--- config.mk ---
export PLATFORM = sky130hd
export DESIGN_NAME = bmp280_sequencer
export DESIGN_NICKNAME = d
export VERILOG_FILES = /design/src/rtl/bmp280_pkg.sv /design/src/rtl/bmp280_cmd_rom.sv /design/src/rtl/bmp280_sequencer.sv
export SDC_FILE = /design/constraint.sdc
export NUM_CORES = 1
export LEC_CHECK = 0
export CAP_MARGIN = 0
export CELL_PAD_IN_SITES_DETAIL_PLACEMENT = 0
export CELL_PAD_IN_SITES_GLOBAL_PLACEMENT = 1
export CORE_UTILIZATION = 30
export DETAILED_ROUTE_END_ITERATION = 8
export GPL_TIMING_DRIVEN = 1
export PLACE_DENSITY_LB_ADDON = 0.05
export REMOVE_ABC_BUFFERS = 1
export SLEW_MARGIN = 20
export SYNTH_ARGS = -nofsm -noshare
export SYNTH_HDL_FRONTEND = slang
export SYNTH_SLANG_ARGS = --single-unit
--- constraint.sdc ---
create_clock -name FPGA_CLK1_50 -period 5.65 [get_ports FPGA_CLK1_50]
set_input_delay 1.695 -clock FPGA_CLK1_50 [delete_from_list [all_inputs] [get_ports FPGA_CLK1_50]]
set_output_delay 1.695 -clock FPGA_CLK1_50 [all_outputs]
set_load 0.01 [all_outputs]
--- src/rtl/bmp280_pkg.sv ---
// Shared encodings for the BMP280 forced-mode sequencer: engine opcodes, error codes,
// FSM states and the layout of the command program ROM.
package bmp280_pkg;

    typedef enum logic [1:0] {
        OP_START = 2'd0,
        OP_WRITE = 2'd1,
        OP_READ  = 2'd2,
        OP_STOP  = 2'd3
    } cmd_op_t;

    typedef enum logic [1:0] {
        ERR_NONE    = 2'd0,
        ERR_NACK    = 2'd1,
        ERR_TIMEOUT = 2'd2,
        ERR_CHIP_ID = 2'd3
    } err_code_t;

    typedef enum logic [2:0] {
        ST_IDLE,
        ST_ID,
        ST_CFG,
        ST_WAIT,
        ST_DATA,
        ST_DONE,
        ST_ERR_STOP
    } state_t;

    typedef enum logic [1:0] {
        PH_ISSUE,
        PH_RESP,
        PH_GAP
    } phase_t;

    localparam logic [7:0] REG_CHIP_ID   = 8'hD0;
    localparam logic [7:0] REG_CTRL_MEAS = 8'hF4;
    localparam logic [7:0] REG_PRESS_MSB = 8'hF7;
    localparam logic [7:0] CHIP_ID       = 8'h58;

    localparam int unsigned STEP_W   = 5;
    localparam int unsigned ID_LEN   = 7;
    localparam int unsigned CFG_LEN  = 5;
    localparam int unsigned DATA_LEN = 12;

    localparam logic [STEP_W-1:0] ID_BASE       = '0;
    localparam logic [STEP_W-1:0] CFG_BASE      = ID_BASE + STEP_W'(ID_LEN);
    localparam logic [STEP_W-1:0] DATA_BASE     = CFG_BASE + STEP_W'(CFG_LEN);
    localparam logic [STEP_W-1:0] DATA_LAST     = DATA_BASE + STEP_W'(DATA_LEN - 1);
    // The ID program ends in a plain STOP, reused as the error-recovery STOP.
    localparam logic [STEP_W-1:0] ERR_STOP_STEP = ID_BASE + STEP_W'(ID_LEN - 1);

endpackage

--- src/rtl/bmp280_cmd_rom.sv ---
// Command program ROM: maps the sequencer step counter to one I2C engine command.
module bmp280_cmd_rom
    import bmp280_pkg::*;
#(
    parameter logic [6:0] I2C_ADDR  = 7'h77,
    parameter logic [7:0] CTRL_MEAS = 8'h25
) (
    input  logic [STEP_W-1:0] step,
    output cmd_op_t           op,
    output logic [7:0]        data,
    output logic              nack,
    output logic              last
);

    localparam logic [7:0] ADDR_WR = {I2C_ADDR, 1'b0};
    localparam logic [7:0] ADDR_RD = {I2C_ADDR, 1'b1};

    always_comb begin
        op   = OP_START;
        data = '0;
        nack = 1'b0;
        last = 1'b0;
        case (step)
            ID_BASE + 5'd1:   begin op = OP_WRITE; data = ADDR_WR;     end
            ID_BASE + 5'd2:   begin op = OP_WRITE; data = REG_CHIP_ID; end
            ID_BASE + 5'd4:   begin op = OP_WRITE; data = ADDR_RD;     end
            ID_BASE + 5'd5:   begin op = OP_READ;  nack = 1'b1;        end
            ID_BASE + 5'd6:   begin op = OP_STOP;  last = 1'b1;        end
            CFG_BASE + 5'd1:  begin op = OP_WRITE; data = ADDR_WR;       end
            CFG_BASE + 5'd2:  begin op = OP_WRITE; data = REG_CTRL_MEAS; end
            CFG_BASE + 5'd3:  begin op = OP_WRITE; data = CTRL_MEAS;     end
            CFG_BASE + 5'd4:  begin op = OP_STOP;  last = 1'b1;          end
            DATA_BASE + 5'd1: begin op = OP_WRITE; data = ADDR_WR;       end
            DATA_BASE + 5'd2: begin op = OP_WRITE; data = REG_PRESS_MSB; end
            DATA_BASE + 5'd4: begin op = OP_WRITE; data = ADDR_RD;       end
            DATA_BASE + 5'd5, DATA_BASE + 5'd6, DATA_BASE + 5'd7,
            DATA_BASE + 5'd8, DATA_BASE + 5'd9: op = OP_READ;
            DATA_BASE + 5'd10: begin op = OP_READ; nack = 1'b1; end
            DATA_LAST:         begin op = OP_STOP; last = 1'b1; end
            default: ;
        endcase
    end

endmodule

--- src/rtl/bmp280_sequencer.sv ---
// BMP280 forced-mode measurement sequencer driving a byte-level I2C command engine;
// verifies the chip ID once, then per trigger configures, waits and burst-reads raw P/T.
module bmp280_sequencer
    import bmp280_pkg::*;
#(
    parameter logic [6:0]  I2C_ADDR       = 7'h77,
    parameter logic [7:0]  CTRL_MEAS      = 8'h25,
    parameter int unsigned CONV_CYCLES    = 500_000,
    parameter int unsigned PERIOD_CYCLES  = 50_000_000,
    parameter int unsigned TIMEOUT_CYCLES = 1_000_000
) (
    input  logic        FPGA_CLK1_50,
    input  logic        reset_n,
    input  logic        start,
    input  logic        auto_en,
    output logic        cmd_valid,
    input  logic        cmd_ready,
    output logic [1:0]  cmd_op,
    output logic [7:0]  cmd_data,
    output logic        cmd_nack,
    input  logic        rsp_valid,
    input  logic [7:0]  rsp_data,
    input  logic        rsp_nack,
    output logic        busy,
    output logic        sample_valid,
    output logic [19:0] raw_press,
    output logic [19:0] raw_temp,
    output logic        chip_ok,
    output logic        error,
    output logic [1:0]  err_code
);

    state_t            state_q, state_d;
    phase_t            phase_q, phase_d;
    logic [STEP_W-1:0] step_q, step_d;
    err_code_t         err_code_q, err_code_d;
    logic              error_q, error_d, chip_ok_q, chip_ok_d;
    logic [31:0]       timer_q, conv_q, period_q;
    logic [39:0]       shift_q;
    logic              timer_clr, capture, load_raw;

    cmd_op_t    rom_op;
    logic [7:0] rom_data;
    logic       rom_nack, rom_last;

    bmp280_cmd_rom #(
        .I2C_ADDR  (I2C_ADDR),
        .CTRL_MEAS (CTRL_MEAS)
    ) u_rom (
        .step (step_q),
        .op   (rom_op),
        .data (rom_data),
        .nack (rom_nack),
        .last (rom_last)
    );

    logic in_prog, period_hit, trigger, timed_out, nibble_rd;
    assign in_prog    = (state_q == ST_ID) || (state_q == ST_CFG) ||
                        (state_q == ST_DATA) || (state_q == ST_ERR_STOP);
    assign period_hit = auto_en && (period_q == PERIOD_CYCLES - 1);
    assign trigger    = start || period_hit;
    assign timed_out  = in_prog && (phase_q != PH_GAP) && (timer_q == TIMEOUT_CYCLES - 1);
    // F9 and FC contribute only their upper nibble (xlsb), so they shift in 4 bits.
    assign nibble_rd  = (step_q == DATA_BASE + 5'd7) || (step_q == DATA_BASE + 5'd10);

    always_ff @(posedge FPGA_CLK1_50 or negedge reset_n) begin
        if (!reset_n) begin
            state_q    <= ST_IDLE;
            phase_q    <= PH_ISSUE;
            step_q     <= '0;
            error_q    <= 1'b0;
            err_code_q <= ERR_NONE;
            chip_ok_q  <= 1'b0;
            timer_q    <= '0;
            conv_q     <= '0;
            period_q   <= '0;
            shift_q    <= '0;
            raw_press  <= '0;
            raw_temp   <= '0;
        end else begin
            state_q    <= state_d;
            phase_q    <= phase_d;
            step_q     <= step_d;
            error_q    <= error_d;
            err_code_q <= err_code_d;
            chip_ok_q  <= chip_ok_d;
            if (timer_clr)
                timer_q <= '0;
            else if (in_prog && phase_q != PH_GAP)
                timer_q <= timer_q + 32'd1;
            conv_q   <= (state_q == ST_WAIT) ? conv_q + 32'd1 : '0;
            period_q <= (!auto_en || period_hit) ? '0 : period_q + 32'd1;
            if (capture)
                shift_q <= nibble_rd ? {shift_q[35:0], rsp_data[7:4]} : {shift_q[31:0], rsp_data};
            if (load_raw) begin
                raw_press <= shift_q[39:20];
                raw_temp  <= shift_q[19:0];
            end
        end
    end

    always_comb begin
        state_d    = state_q;
        phase_d    = phase_q;
        step_d     = step_q;
        error_d    = error_q;
        err_code_d = err_code_q;
        chip_ok_d  = chip_ok_q;
        timer_clr  = 1'b0;
        capture    = 1'b0;
        load_raw   = 1'b0;
        unique case (state_q)
            ST_IDLE: begin
                if (trigger) begin
                    error_d    = 1'b0;
                    err_code_d = ERR_NONE;
                    phase_d    = PH_ISSUE;
                    timer_clr  = 1'b1;
                    state_d    = chip_ok_q ? ST_CFG : ST_ID;
                    step_d     = chip_ok_q ? CFG_BASE : ID_BASE;
                end
            end
            ST_WAIT: begin
                if (conv_q == CONV_CYCLES - 1) begin
                    state_d   = ST_DATA;
                    step_d    = DATA_BASE;
                    phase_d   = PH_ISSUE;
                    timer_clr = 1'b1;
                end
            end
            ST_DONE: state_d = ST_IDLE;
            default: begin
                if (timed_out) begin
                    state_d    = ST_IDLE;
                    error_d    = 1'b1;
                    err_code_d = ERR_TIMEOUT;
                end else begin
                    unique case (phase_q)
                        PH_ISSUE: if (cmd_ready) phase_d = PH_RESP;
                        PH_GAP: begin
                            phase_d   = PH_ISSUE;
                            timer_clr = 1'b1;
                        end
                        default: if (rsp_valid) begin
                            phase_d = PH_GAP;
                            step_d  = step_q + STEP_W'(1);
                            capture = (state_q == ST_DATA) && (rom_op == OP_READ);
                            if (state_q != ST_ERR_STOP && rom_op == OP_WRITE && rsp_nack) begin
                                state_d    = ST_ERR_STOP;
                                step_d     = ERR_STOP_STEP;
                                err_code_d = ERR_NACK;
                            end else if (state_q == ST_ID && rom_op == OP_READ && rsp_data != CHIP_ID) begin
                                state_d    = ST_ERR_STOP;
                                step_d     = ERR_STOP_STEP;
                                err_code_d = ERR_CHIP_ID;
                            end else begin
                                if (state_q == ST_ID && rom_op == OP_READ)
                                    chip_ok_d = 1'b1;
                                if (rom_last) begin
                                    unique case (state_q)
                                        ST_ID: begin
                                            state_d = ST_CFG;
                                            step_d  = CFG_BASE;
                                        end
                                        ST_CFG: state_d = ST_WAIT;
                                        ST_DATA: begin
                                            state_d  = ST_DONE;
                                            load_raw = 1'b1;
                                        end
                                        default: begin
                                            state_d = ST_IDLE;
                                            error_d = 1'b1;
                                        end
                                    endcase
                                end
                            end
                        end
                    endcase
                end
            end
        endcase
    end

    assign cmd_valid    = in_prog && (phase_q == PH_ISSUE);
    assign cmd_op       = cmd_valid ? rom_op : OP_START;
    assign cmd_data     = cmd_valid ? rom_data : 8'h00;
    assign cmd_nack     = cmd_valid && rom_nack;
    assign busy         = (state_q != ST_IDLE);
    assign sample_valid = (state_q == ST_DONE);
    assign chip_ok      = chip_ok_q;
    assign error        = error_q;
    assign err_code     = err_code_q;

endmodule
* Word-level counts from Yosys, hierarchy flattened *
Index checks and enable logic that the tools add are counted.

cells by class
  add/subtract/negate cells = 4
  multipliers = 0
  divide/modulo/power cells = 0
  magnitude comparators = 0
  equal/unequal tests = 44
  shift operators = 0
  multiplexer cells = 72
  bitwise operators = 7
  reductions and logical operators = 44

operator list
  cell                                              count
  2-to-1 mux 32 bit                                 4
  adder 32 x 1 -> 32 bit (second input constant)    3
  one-hot mux 8 bit (6 select lines)                1
  2-to-1 mux 5 bit                                  9
  == test 5 bit (second input constant)             8
  2-to-1 mux 40 bit                                 1
  == test 32 x 19 -> 1 bit (second input constant)  1
  == test 32 x 20 -> 1 bit (second input constant)  1
  == test 32 x 26 -> 1 bit (second input constant)  1
  == test 5 x 4 -> 1 bit (second input constant)    6
  2-to-1 mux 3 bit                                  9
  2-to-1 mux 1 bit                                  26
  2-to-1 mux 2 bit                                  12
  one-hot mux 3 bit (3 select lines)                2
  == test 5 x 3 -> 1 bit (second input constant)    3
  one-hot mux 5 bit (3 select lines)                1
  != test 3 x 1 -> 1 bit (second input constant)    4
  one-hot mux 2 bit (3 select lines)                2
  AND reduction 6 bit                               2
  nonzero test 3 bit                                4
  OR reduction 3 bit                                4
  logical AND 1 bit                                 10
  AND reduction 5 bit                               2
  nonzero test 5 bit                                2
  32 further kinds                                  53

storage, ports and cells
  register bits = 190
  bits in latches = 0
  memory bits (writable) = 0
  memory bits (read-only) = 0
  input port bits = 15
  output and inout bits = 58
  memories = 0

* Depth between registers and ports, before layout *
Gate-level depths: netlist of run 1.

  depth in word-level cells = 12
  depth in mapped cells = 12
  mapped depth without buffers = 9

* Cells and area by module *
A second synthesis of run 1 with hierarchy kept.

unflattened totals
  cell total of the unflattened synthesis = 974
  area, all modules = 9,671.8 um^2

modules (own cells, without submodules)
  module            instances  cells an instance  area an instance (um^2)  seq. area each (um^2)
  bmp280_sequencer  1          920                9,331.4                  4,754.6
  bmp280_cmd_rom    1          54                 340.3                    0.0

* Least setup slack after synthesis of run 1 *
OpenSTA, ideal clock, no wires.

  path type = register to output
  start = reg step_q[0]
  end = out cmd_data[7]
  arrival time = 2,069 ps
  data required time = 3,955 ps
  path slack = 1,886 ps
  cell stages (with the launch flop) = 8
  path buffers = 1
  cell sequence = dfrtp_1 > inv_1 > ha_1 > nor2_1 > a21oi_1 > o22ai_1 > a2111oi_0 > buf_4

between the ends
  longest elaborated chain between the ends = 4
  elaborated cells on any way between the ends = 13

RTL lines
  what                                                                       line                     text
  from (decl)                                                                bmp280_sequencer.sv:35   logic [STEP_W-1:0] step_q, step_d;
  from (signal assigned)                                                     bmp280_sequencer.sv:83   step_q <= step_d;
  == test 5 x 1 -> 1 bit (tied with other cells)                             bmp280_cmd_rom.sv:23     case (step)
  OR reduction 3 bit (no source line) or OR reduction 2 bit (tied branches)  --
  one-hot mux 8 bit (6 select lines) *                                       bmp280_cmd_rom.sv:23
  2-to-1 mux 8 bit *                                                         bmp280_sequencer.sv:186  assign cmd_data = cmd_valid ? rom_data : 8'h00;
  to (decl)                                                                  bmp280_sequencer.sv:19   output logic [7:0] cmd_data,

Mark *: on every way between the ends. The rest lies on a longest branch, timed or not.

* Worst setup path after layout of run 1 *
  start = reg state_q[1]
  end = out cmd_data[6]

between the ends
  longest elaborated chain between the ends = 6
  elaborated cells on any way between the ends = 9

RTL lines
  what                                                              line                     text
  from (decl)                                                       bmp280_sequencer.sv:33   state_t state_q, state_d;
  from (signal assigned)                                            bmp280_sequencer.sv:81   state_q <= state_d;
  == test 3 x 1 -> 1 bit or == test 3 x 2 -> 1 bit (tied branches)  bmp280_sequencer.sv:58   assign in_prog = (state_q == ST_ID) || (state_q == ST_CFG) ||
  logical OR 1 bit (2 in series)                                    bmp280_sequencer.sv:58
  logical OR 1 bit *                                                bmp280_sequencer.sv:59   (state_q == ST_DATA) || (state_q == ST_ERR_STOP);
  logical AND 1 bit *                                               bmp280_sequencer.sv:184  assign cmd_valid = in_prog && (phase_q == PH_ISSUE);
  2-to-1 mux 8 bit *                                                bmp280_sequencer.sv:186

Marks and branches as above.

==> results.tsv, run 1 <==
metric	value	unit
status	completed	
number of I/O pins	73	
antenna violations before repair	0	
DP Wirelength	15.3	mm
cts repair resizes	0	
synthesized cell area	9550	um^2
Num CTS Buffers	17	
final wirelength	23.2	mm
count of unique library cells instantiated by Yosys	66	
measured slew at the worst slew-check pin	1.03	ns
Clock Pin Slew Worst Setup and Hold Paths	0.08	ns
Post-synth EDFFs	0	
fraction of layout cells with a size suffix above 1	9.32	%
vias post-DR	6934	
Synth top area share	49.8	%
final antenna-violating net count	0	
core area	31000	um^2
Via density	4.90	
fin area	11200	um^2
Tmin final	4.87	ns
DRC	0	
most frequent cells in the layout	190 x dfrtp_1, 118 x nor2_1, 97 x nand2_1	
Setup violations, final	0	
Slew Limit Fails	0	
initial drt markers	317	
sequential share of the synthesized area	49.8	%
area delta synth->final	17.3	%
commonest non-fill, non-tap cell in the layout	dfrtp_1	
TritonCTS clock tree	done	
Root Buffer	clkbuf_16	
die span in x	180	um
Avg WL per Cell	16.4	um
gate count of the mapped netlist	955	
GRT Total Usage	15.2	%
drt first pass iters	4	
leakage	4.64	nW
syn avg cell area	10.0	um^2
fin crit share	86.3	%
largest net degree at the start of global routing	82	
top cells by area, synth	dfrtp_1 50%, xor2_1 4.9%, nor2_1 4.6%	
Max Fanout on Critical Path	18	
#FFs+latches synth	190	
H-tree levels	4	
RD Place Congestion	0.744	
vias in the first global route	6946	
Die Footprint	32600	um^2
Final Hold Vio Count	0	
first-pass GRT wire length	39.3	mm
maxcap violations	0	
Critical Path Start Type	flip-flop	
number of port buffers	72	
Clock Tree Buf Depth	2	
gr ovfl total	0	
Critical Path Sink Type	output pin	
Worst VDD drop	0.253	mV
Most used DFF post-synth	dfrtp_1	
Arr. time, crit path	3.18	ns
Clock Skew	0.0110	ns
placed cell areas	10600	um^2
clk sinks	190	
cell row count	64	
postcts setup bufs	0	
NumNets Final	1028	
Die Ht	180	um
initial core utilization	30.8	%
Post-CTS Hold Buffers	0	
Clk Latency, worst-skew pair	0.45	ns
RSZ-0062 raised after global routing	no	
synth warn	0	
ANT cells	0	
area leader, netlist	dfrtp_1	
Async SR Flop Fraction	100	%
fmax	205	MHz
aggregate negative setup slack	0	ns
PwrDens	373	nW/um^2
Data required, critical path	3.95	ns
hold crit path type	reg2reg	
Rel. slew slack	30.2	%
WS Path Type	reg2out	
-- critical path, stage by stage, from the launching register on --
cell and delay (ns):
dfrtp_1 0.75, nor3_4 0.13, inv_2 0.18, nand3_1 0.38
a2111oi_0 0.55, buf_4 0.20, clkdlybuf4s50_1 0.52
-- flip-flops by register name, indices dropped and copies added, names as in the netlist, 3 cells and up --
signal	count
shift_q	40
raw_temp	20
step_q	5
state_q	3
timer_q	32
conv_q	32
raw_press	20
period_q	32
-- synth_stat cells, drive strengths merged, types with 22 or more instances --
master and number:
nor2 118, a21oi 34, xnor2 29, mux2 41
nand4 23, nand2 100, buf 22, o21ai 61
nand3 42, clkbuf 25, xor2 53, dfrtp 190
mux2i 43
-- metrics by stage --
| step | util, % | std cells | setup slack, ns | power [mW] | hold slack (ns) |
|---|---|---|---|---|---|
| after global placement | 34.3 | 1383 | 1.27 | 3.02 | 0.466 |
| after floorplan | - | 908 | 1.41 | 2.43 | 0.450 |
| after detailed placement | 34.3 | 1383 | 1.18 | 3.00 | 0.478 |
| final | 36.1 | 1415 | 0.776 | 4.18 | 0.482 |
| after global routing | 36.1 | 1415 | 0.444 | 4.48 | 0.502 |
| after CTS | 36.1 | 1415 | 0.638 | 4.26 | 0.493 |
-- layer usage --
layer | track usage (%) | wire [um] | up-vias
li1 | - | - | 3438
met1 | 21.4 | 12000 | 3386
met2 | 22.3 | 9800 | 94
met3 | 4.69 | 1160 | 16
met4 | 4.31 | 247 | 0
met5 | 0 | 0 | -
-- final cells by class --
type                    instances  area (um^2)
inverters                      11         41.3
clock buffers                  18          429
clock inverters                14          146
well taps                     396          495
flip-flops and latches        190         4750
repair buffers                 79          790
fillers                      3117        19800
multi-input cells             707         4540
-- report_power, final --
part / internal [mW] / switching [mW] / total, mW
sequential: 1.44 / 0.169 / 1.61
clock: 0.625 / 0.595 / 1.22
combinational: 0.545 / 0.805 / 1.35
-- kinds of logic after synthesis --
group | share of synthesized area (%)
AOI/OAI and AO/OA | 7.95
xor gates and xnor gates | 7.52
adders and majority gates | 1.02
buffers and inverters | 2.83
DFF | 49.8
muxes | 9.54
and+or+nand+nor | 21.4
-- final timing paths --
path,slack (ns),cells after the start,from,endpoint
hold / removal,0.48,2,shift_q[36]$_DFFE_PN0P_,shift_q[36]$_DFFE_PN0P_
min in group asynchronous,1.29,1,reset_n,conv_q[23]$_DFF_PN0_
hold reg to reg,0.48,2,shift_q[36]$_DFFE_PN0P_,shift_q[36]$_DFFE_PN0P_
setup reg to reg,2.11,8,state_q[1]$_DFFE_PN0P_,shift_q[0]$_DFFE_PN0P_
max in group asynchronous,3.41,2,reset_n,period_q[18]$_DFF_PN0_
setup / recovery,0.78,6,state_q[1]$_DFFE_PN0P_,cmd_data[6]
Power figures use the tool's default switching activity.
==> run 2, diff against run 1 <==
--- a/config.mk
+++ b/config.mk
@@ -8,9 +8,10 @@
 export CAP_MARGIN = 0
 export CELL_PAD_IN_SITES_DETAIL_PLACEMENT = 0
 export CELL_PAD_IN_SITES_GLOBAL_PLACEMENT = 1
-export CORE_UTILIZATION = 30
+export CORE_UTILIZATION = 45
 export DETAILED_ROUTE_END_ITERATION = 8
 export GPL_TIMING_DRIVEN = 1
+export HOLD_SLACK_MARGIN = 0.05
 export PLACE_DENSITY_LB_ADDON = 0.05
 export REMOVE_ABC_BUFFERS = 1
 export SLEW_MARGIN = 20
==> run 2 against run 1 <==
Wire length shrank 13%. Register-to-register slack gained 0.02 ns. Sequential share of layout area grew 0.59 points. Sequential power is essentially flat. Non-clock buffer count shrank 2. Global-route usage grew 4.4 points. Worst hold slack gained 0.0012 ns. First-iteration DRC count grew 2.5%.
==> results.tsv, run 2 (synthesized netlist as in run 1, its figures left out) <==
metric	value	unit
Tmin final	4.99	ns
initial core utilization	46.6	%
NumNets Final	1026	
status	completed	
final wirelength	20.3	mm
area delta synth->final	15.7	%
met1 usage	28.8	%
fillers	1896	
GR Layer Usage met3	4.66	%
leakage	4.65	nW
fmax	200	MHz
PwrDens	373	nW/um^2
reg2reg start	state_q[1]$_DFFE_PN0P_	
commonest non-fill, non-tap cell in the layout	dfrtp_1	
CP bufs+invs	2	
first-pass GRT wire length	34.3	mm
Root Buffer	clkbuf_16	
cts repair resizes	0	
WS Path Type	reg2out	
Rel. slew slack	30.3	%
largest net degree at the start of global routing	111	
Seq pwr share	38.7	%
number of port buffers	72	
clk sinks	190	
CP Cell Sequence	nor3_4 > inv_2 > nand3_1 > a2111oi_0 > clkdlybuf4s50_1	
Setup WS post-layout	0.657	ns
Clock Tree Buf Depth	2	
Hold Path Stages	2	
drt first pass iters	4	
Clock Pin Slew Worst Setup and Hold Paths	0.08	ns
initial drt markers	325	
max reg flops	40	
fraction of layout cells with a size suffix above 1	9.06	%
Via density	5.36	
hold wc startpoint	shift_q[36]$_DFFE_PN0P_	
Clk Latency, worst-skew pair	0.43	ns
maxcap violations	0	
vias in the first global route	6559	
met2 Use GR	28.8	%
Worst VDD drop	0.209	mV
Arr. time, crit path	3.30	ns
Critical Path Start Type	flip-flop	
TritonCTS clock tree	done	
Net Sw Power	1.52	mW
hold crit path type	reg2reg	
GRT Total Usage	19.6	%
Die Ht	148	um
WHS Endpoint	shift_q[36]$_DFFE_PN0P_	
RD Place Congestion	0.819	
gr ovfl total	0	
fin crit share	88.4	%
clock power share	29.5	%
cell row count	52	
Slew Limit Fails	0	
number of I/O pins	73	
RSZ-0062 raised after global routing	no	
slowest cell on the critical path	a2111oi_0	
DRC	0	
measured slew at the worst slew-check pin	1.04	ns
CP max stage delay	0.80	ns
H-tree levels	4	
Setup violations, final	0	
DP Wirelength	13.3	mm
most frequent cells in the layout	190 x dfrtp_1, 118 x nor2_1, 98 x nand2_1	
Die Footprint	21800	um^2
Top reg by flops	shift_q	
Clock Skew	0.0168	ns
Data required, critical path	3.95	ns
GR peak layer	met2	
cell family with most CP delay	buffers and inverters	
vias post-DR	6896	
Avg WL per Cell	15.8	um
postcts setup bufs	0	
die span in x	148	um
Final Hold Vio Count	0	
Power, Total	4.13	mW
Num CTS Buffers	17	
antenna violations before repair	0	
Switching Fraction	36.8	%
Critical Path Sink Type	output pin	
Int Power	2.61	mW
post-place setup slack	1.05	ns
Post-CTS Hold Buffers	0	
Reg2Reg Setup Slack	2.13	ns
fin area	11000	um^2
aggregate negative setup slack	0	ns
core area	20500	um^2
ANT cells	0	
worst r2r path cells	8	
Max Fanout on Critical Path	18	
final antenna-violating net count	0	
placed cell areas	10400	um^2
combinational share of power	31.9	%
reg2reg end	shift_q[0]$_DFFE_PN0P_	
[run 2: cell types whose count changed in the layout (fill, tap and decap cells not counted)]
cell / change
clkinvlp_4: -3
nand2_2: -1
buf_4: -2
clkinv_8: +3
nand2_1: +1
inv_6: -1
clkinv_4: +1
clkbuf_1: -1
[run 2: routing by layer]
metal | share of wire, % | wire length, um | up-vias
met3 | 5.0 | 1020 | 12
met2 | 44 | 8990 | 116
met4 | 0.89 | 180 | 0
li1 | - | - | 3439
met5 | 0 | 0 | -
met1 | 50 | 10100 | 3329
[run 2: stage by stage]
stage,hold WS (ns),std cells,utilization (%)
3_5_place_dp,0.473,1255,51.0
4_1_cts,0.488,1286,53.9
6_report,0.483,1286,53.9
3_3_place_gp,0.469,1255,51.0
5_1_grt,0.510,1286,53.9
2_1_floorplan,0.450,908,-
[run 2: worst max path at each step]
| stage | to | from | cells after the start | slack [ns] |
|---|---|---|---|---|
| 2_1_floorplan | shift_q[0]$_DFFE_PN0P_ | step_q[2]$_DFFE_PN0P_ | 4 | 1.41 |
| 3_3_place_gp | cmd_data[7] | state_q[1]$_DFFE_PN0P_ | 5 | 1.12 |
| 3_5_place_dp | cmd_data[7] | state_q[1]$_DFFE_PN0P_ | 5 | 1.05 |
| 4_1_cts | cmd_data[7] | state_q[1]$_DFFE_PN0P_ | 5 | 0.57 |
| 5_1_grt | cmd_data[7] | state_q[1]$_DFFE_PN0P_ | 5 | 0.44 |
| 6_report | cmd_data[7] | state_q[1]$_DFFE_PN0P_ | 5 | 0.66 |
[run 2: power groups by stage]
stage	clock network (mW)	registers, mW	logic [mW]
final	1.22	1.60	1.31
after detailed placement	0	1.62	1.32
after global routing	1.31	1.62	1.46
after global placement	0	1.62	1.32
after floorplan	0	1.58	0.849
after CTS	1.26	1.60	1.33
[run 2: final cells by class]
cell class / instances / area, um^2 / area share (%)
well taps: 270 / 338 / 3.06
flip-flops and latches: 190 / 4750 / 43.0
clock buffers: 17 / 425 / 3.85
repair buffers: 77 / 774 / 7.01
clock inverters: 14 / 173 / 1.56
inverters: 11 / 41.3 / 0.374
multi-input cells: 707 / 4540 / 41.1
[run 2: worst register-to-register path, delay by kind of cell, from the launching register on]
kind | cells | cell delay, ns
and+or+nand+nor | 5 | 1.98
DFF | 1 | 0.73
buffers and inverters | 2 | 0.56
AOI/OAI and AO/OA | 1 | 0.13
